**config.mk**
```make
export PLATFORM = sky130hd
export DESIGN_NAME = fetch_unit
export DESIGN_NICKNAME = d
export VERILOG_FILES = /design/src/rtl/fetch_unit_pkg.sv /design/src/rtl/fetch_buf.sv /design/src/rtl/fetch_unit.sv
export SDC_FILE = /design/constraint.sdc
export NUM_CORES = 1
export LEC_CHECK = 0
export ABC_AREA = 1
export CAP_MARGIN = 10
export CELL_PAD_IN_SITES_DETAIL_PLACEMENT = 0
export CELL_PAD_IN_SITES_GLOBAL_PLACEMENT = 2
export CORE_UTILIZATION = 31
export DETAILED_ROUTE_END_ITERATION = 16
export GPL_TIMING_DRIVEN = 0
export PLACE_DENSITY_LB_ADDON = 0.1
export SYNTH_ARGS = -nofsm -noshare
export SYNTH_HDL_FRONTEND = slang
export SYNTH_SLANG_ARGS = --single-unit
```
**constraint.sdc**
```tcl
create_clock -name clk -period 7.26 [get_ports clk]
set_input_delay 0.726 -clock clk [delete_from_list [all_inputs] [get_ports clk]]
set_output_delay 0.726 -clock clk [all_outputs]
set_load 0.1 [all_outputs]
```
**src/rtl/fetch_unit_pkg.sv**
```systemverilog
// Shared constants and types for the instruction fetch unit.
// Memory words are 32 bits, and PCs advance by one word per fetch.
package fetch_unit_pkg;

   localparam int WORD_LEN = 32;
   localparam logic [WORD_LEN-1:0] START_ADDR_DEFAULT = 32'h0000_0000;
   localparam logic [WORD_LEN-1:0] NOP_INST           = 32'h0000_0013;

   typedef logic [WORD_LEN-1:0] word_t;

   typedef struct packed {
      word_t pc;
      word_t inst;
   } fetch_entry_t;

   // PC arithmetic wraps modulo 2^32
   function automatic word_t next_pc(input word_t pc);
      return pc + 32'd4;
   endfunction

endpackage

```
**src/rtl/fetch_buf.sv**
```systemverilog
// Output register to decode, backed by a one-entry skid register.
// The skid register catches a response that arrives while decode is stalled.
module fetch_buf
   import fetch_unit_pkg::*;
(
   input  logic         clk,
   input  logic         rst,
   input  logic         flush_i,
   input  logic         in_valid_i,
   output logic         in_ready_o,
   input  fetch_entry_t in_data_i,
   output logic         out_valid_o,
   input  logic         out_ready_i,
   output fetch_entry_t out_data_o
);

   logic         out_valid_q, out_valid_d;
   fetch_entry_t out_data_q, out_data_d;
   logic         skid_valid_q, skid_valid_d;
   fetch_entry_t skid_data_q, skid_data_d;
   logic         out_free;

   assign out_free = !out_valid_q || out_ready_i;

   // The skid entry is older than any incoming response, so it refills the output register first
   always_comb begin
      out_valid_d  = out_valid_q;
      out_data_d   = out_data_q;
      skid_valid_d = skid_valid_q;
      skid_data_d  = skid_data_q;
      if (flush_i) begin
         out_valid_d  = 1'b0;
         skid_valid_d = 1'b0;
      end else if (out_free) begin
         if (skid_valid_q) begin
            out_valid_d  = 1'b1;
            out_data_d   = skid_data_q;
            skid_valid_d = in_valid_i;
            if (in_valid_i) begin
               skid_data_d = in_data_i;
            end
         end else begin
            out_valid_d = in_valid_i;
            if (in_valid_i) begin
               out_data_d = in_data_i;
            end
         end
      end else if (in_valid_i) begin
         skid_valid_d = 1'b1;
         skid_data_d  = in_data_i;
      end
   end

   always_ff @(posedge clk or posedge rst) begin
      if (rst) begin
         out_valid_q  <= 1'b0;
         out_data_q   <= '0;
         skid_valid_q <= 1'b0;
         skid_data_q  <= '0;
      end else begin
         out_valid_q  <= out_valid_d;
         out_data_q   <= out_data_d;
         skid_valid_q <= skid_valid_d;
         skid_data_q  <= skid_data_d;
      end
   end

   assign in_ready_o  = !skid_valid_q;
   assign out_valid_o = out_valid_q;
   assign out_data_o  = out_data_q;

endmodule

```
**src/rtl/fetch_unit.sv**
```systemverilog
// Instruction fetch unit. It keeps one memory request in flight and handles redirects.
// Responses are buffered toward decode through fetch_buf.
module fetch_unit
   import fetch_unit_pkg::*;
#(
   parameter logic [WORD_LEN-1:0] START_ADDR = START_ADDR_DEFAULT
) (
   input  logic                clk,
   input  logic                rst,
   output logic [WORD_LEN-1:0] addr_i,
   input  logic [WORD_LEN-1:0] inst,
   input  logic                redirect_valid,
   input  logic [WORD_LEN-1:0] redirect_pc,
   output logic                id_valid,
   input  logic                id_ready,
   output logic [WORD_LEN-1:0] id_pc,
   output logic [WORD_LEN-1:0] id_inst
);

   word_t        pc_f_q, pc_f_d;
   logic         resp_valid_q, resp_valid_d;
   word_t        resp_pc_q, resp_pc_d;
   logic         issue;
   logic         buf_in_ready;
   fetch_entry_t resp_entry;
   fetch_entry_t out_entry;

   assign addr_i = redirect_valid ? (redirect_pc & ~32'd3) : pc_f_q;

   // Hold off issuing when the response already in flight has nowhere to land except the skid slot
   assign issue = redirect_valid ||
                  (buf_in_ready && !(id_valid && !id_ready && resp_valid_q));

   always_comb begin
      pc_f_d       = pc_f_q;
      resp_pc_d    = resp_pc_q;
      resp_valid_d = issue;
      if (issue) begin
         pc_f_d    = next_pc(addr_i);
         resp_pc_d = addr_i;
      end
   end

   always_ff @(posedge clk or posedge rst) begin
      if (rst) begin
         pc_f_q       <= START_ADDR;
         resp_valid_q <= 1'b0;
         resp_pc_q    <= '0;
      end else begin
         pc_f_q       <= pc_f_d;
         resp_valid_q <= resp_valid_d;
         resp_pc_q    <= resp_pc_d;
      end
   end

   assign resp_entry.pc   = resp_pc_q;
   assign resp_entry.inst = inst;

   fetch_buf u_fetch_buf (
      .clk         (clk),
      .rst         (rst),
      .flush_i     (redirect_valid),
      .in_valid_i  (resp_valid_q),
      .in_ready_o  (buf_in_ready),
      .in_data_i   (resp_entry),
      .out_valid_o (id_valid),
      .out_ready_i (id_ready),
      .out_data_o  (out_entry)
   );

   assign id_pc   = out_entry.pc;
   assign id_inst = out_entry.inst;

endmodule
```
==> flow_metrics.env <==
export IMPL_run_status="complete, no violations"
export IMPL_r2r_start="u_fetch_buf.out_valid_o"
export IMPL_drv_slew=0
export IMPL_ant_nets=0
export IMPL_layout_nets=1379
export IMPL_grt_usage_pct=18.74
export IMPL_clk_pin_slew_worst_paths_ns=0.07
export IMPL_grt_setup_unrepaired="no"
export IMPL_crit_type="in -> out"
export IMPL_placed_area_sq_um=11250
export IMPL_cp_max_fo=10
export IMPL_hold_class="reg -> reg"
export IMPL_rows=62
export IMPL_power_frac_seq_pct=35.1
export IMPL_end_kind="output port"
export IMPL_grt_pass1_wl_um=44020
export IMPL_start_util_pct=31.61
export IMPL_instances_no_fill=1707
export IMPL_wl_per_cell_um=15.71
export IMPL_start_kind="input pin"
export IMPL_grt_pass1_vias=7812
export IMPL_max_freq_mhz=270.1
export IMPL_synth_edf_count=0
export IMPL_total_power_uw=4231
export IMPL_switching_share_pct=46.15
export IMPL_die_h_um=173.5
export IMPL_design_core_area_sq_um=28860
export IMPL_synthFlopType="dfrtp_1"
export IMPL_slew_headroom_pct=29.70
export IMPL_firstDrtPassIters=5
export IMPL_post_route_drc_count=0
export IMPL_min_period_ns=3.702
export IMPL_area_delta_synth_final_pct=30.18
export IMPL_drt_first_iter_violations=622
export IMPL_numCtsBuffers=17
export IMPL_setup_viol=0
export IMPL_cts_hold_buf=0
export IMPL_worstPathRequired_ns=6.53
export IMPL_yosysUniqueCellTypes=35
export IMPL_synthArstFlopShare_pct=100.0
export IMPL_synth_area_per_cell_sq_um=8.079
export IMPL_ir_drop_v=0.0001422
export IMPL_die_w_um=173.5
export IMPL_clock_path_buffers=2
export IMPL_overflow=0
export IMPL_p_switching_uw=1953
export IMPL_ctsHtreeMaxLevel=4
export IMPL_syn_instance_count=1129
export IMPL_timing_final_crit_share_pct=50.99
export IMPL_fin_area_sq_um=11870
export IMPL_vias=7784
export IMPL_grt_max_degree=107
export IMPL_ys_ff_latch=193
export IMPL_worstRegToRegCells=6
export IMPL_cts_setup_buffers=0
export IMPL_drv_cap=0
export IMPL_post_place_cells=1675
export IMPL_syn_num_nets=1198
export IMPL_tightest_slew_ns=1.051
export IMPL_clkPwrFrac_pct=23.4
export IMPL_cts_resized=0
export IMPL_regToRegEndpoint="u_fetch_buf.skid_valid_q"
export IMPL_skew_ns=0.01860
export IMPL_cts_tree="built"
export IMPL_p_leak_uw=0.005507
export IMPL_grt_antenna_before_repair=0
export IMPL_yosysWarnings=0
export IMPL_portBuffers=161
export IMPL_place_gp_congestion=0.8237
export IMPL_critPathLaunch="redirect_valid"
export IMPL_synth_area_sq_um=9121
export IMPL_clk_latency_ns=0.44
export IMPL_powerDensity_nw_per_um2=356.4
export IMPL_n_antenna_cell=0
export IMPL_routed_wl_um=26810
export IMPL_viasPerCell=4.560
export IMPL_dp_hpwl_um=19550
export IMPL_ys_seq_area_share_pct=52.95
export IMPL_hold_viol=0
export IMPL_ios=165
export IMPL_cts_sinks=193
export IMPL_arrival_ns=2.98
export IMPL_comb_power_share_pct=41.4
export IMPL_reg2reg_slack_ns=5.23
export IMPL_drive_above_1_share_pct=9.297
export IMPL_dieArea_sq_um=30110
export IMPL_root_buffer="clkbuf_16"
export IMPL_cp_endpoint="addr_i[31]"
export IMPL_p_int_uw=2279
## synth_stat cells, types with 2 or more instances
cell	instances	share of area [%]
nand2_1	341	14
o21ai_0	225	12
dfrtp_1	193	53
inv_1	105	4.3
nor2_1	60	2.5
clkbuf_1	37	1.5
nand3_1	28	1.5
nand2_2	23	1.6
buf_2	16	0.88
a21oi_1	11	0.60
nor2_2	11	0.75
o21ai_2	8	0.77
nand2_4	7	0.86
o21ai_1	7	0.38
o21bai_1	7	0.58
inv_2	6	0.25
nand4_1	6	0.41
nor2_4	6	0.74
buf_6	5	0.62
o211ai_1	3	0.25
o21a_1	3	0.25
a31oi_1	2	0.14
buf_1	2	0.082
buf_8	2	0.33
nor3_1	2	0.11
o22ai_1	2	0.14
or2_2	2	0.14
xor2_1	2	0.19
## sequential cells by signal (all words and copies together), names as in the netlist
register                  flops
u_fetch_buf.out_data_o       64
u_fetch_buf.skid_data_q      64
pc_f_q                       32
resp_pc_q                    30
resp_valid_q                  1
u_fetch_buf.out_valid_o       1
u_fetch_buf.skid_valid_q      1
## metrics by stage
stage	hold slack [ns]	setup slack, ns	utilization [%]	TNS (ns)
after floorplan	0.4422	1.278	-	0
after global placement	0.4607	-1.916	38.86	-365.09
after detailed placement	0.4669	3.556	38.98	0
after CTS	0.4855	3.540	41.15	0
after global routing	0.5020	3.455	41.15	0
final	0.4812	3.558	41.15	0
## layout make-up
type,instances,area (sq um)
Inverter,112,432.9
Multi-Input combinational cell,762,3553
Clock inverter,14,186.4
Clock buffer,18,439.2
Sequential cell,193,4830
Buffer,62,312.8
Tap cell,384,480.5
Timing Repair Buffer,162,1639
Fill cell,3048,16980
## power groups by stage
stage	clock network, uW	registers, uW	logic [uW]
detailed placement	0	1510	1770
global placement	0	1500	1760
floorplan	0	2190	610
global route	1060	1520	1880
CTS	1020	1490	1770
finish	991	1490	1750
## routing by layer
layer	track usage (%)	part of all wire, %
met1	27.65	52
met5	0	0
met3	2.697	3.4
met2	29.10	44
met4	3.835	0.73
## worst max-delay path, stage by stage
cell and delay [ns]:
buf_6 0.14, buf_8 0.16, buf_2 0.23, o21ai_0 0.47
clkdlybuf4s50_1 1.24
## worst min path at each step
stage	from	endpoint	slack, ns	depth (start not counted)
2_1_floorplan	pc_f_q[3]	pc_f_q[3]	0.44	2
3_3_place_gp	u_fetch_buf.skid_data_q[42]	u_fetch_buf.skid_data_q[42]	0.46	2
3_5_place_dp	pc_f_q[4]	pc_f_q[4]	0.47	2
4_1_cts	u_fetch_buf.skid_data_q[45]	u_fetch_buf.skid_data_q[45]	0.49	2
5_1_grt	pc_f_q[3]	pc_f_q[3]	0.50	2
6_report	u_fetch_buf.skid_data_q[47]	u_fetch_buf.skid_data_q[47]	0.48	2
## cell usage in the layout (no fill, tap or decap), drive strengths merged
cell and count:
nand2 371, o21ai 241, dfrtp 193, clkdlybuf4s50 161
inv 120, nor2 77, clkbuf 55, nand3 29
buf 26, a21oi 11, o21bai 7, nand4 6
clkinv 5, o21a 3, o211ai 3, nor3 2
or2 2, a31oi 2, xor2 2, o22ai 2
o31ai 1, xnor2 1, a22oi 1, ha 1
bufinv 1
## logic make-up after synthesis
family | synth area share [%]
adders and majority gates | 0.1372
and+or+nand+nor | 22.74
AOI/OAI and AO/OA | 15.79
DFF | 52.95
buffers and inverters | 8.093
xor gates and xnor gates | 0.2881
Note: power is estimated with default switching activity, not from simulation.
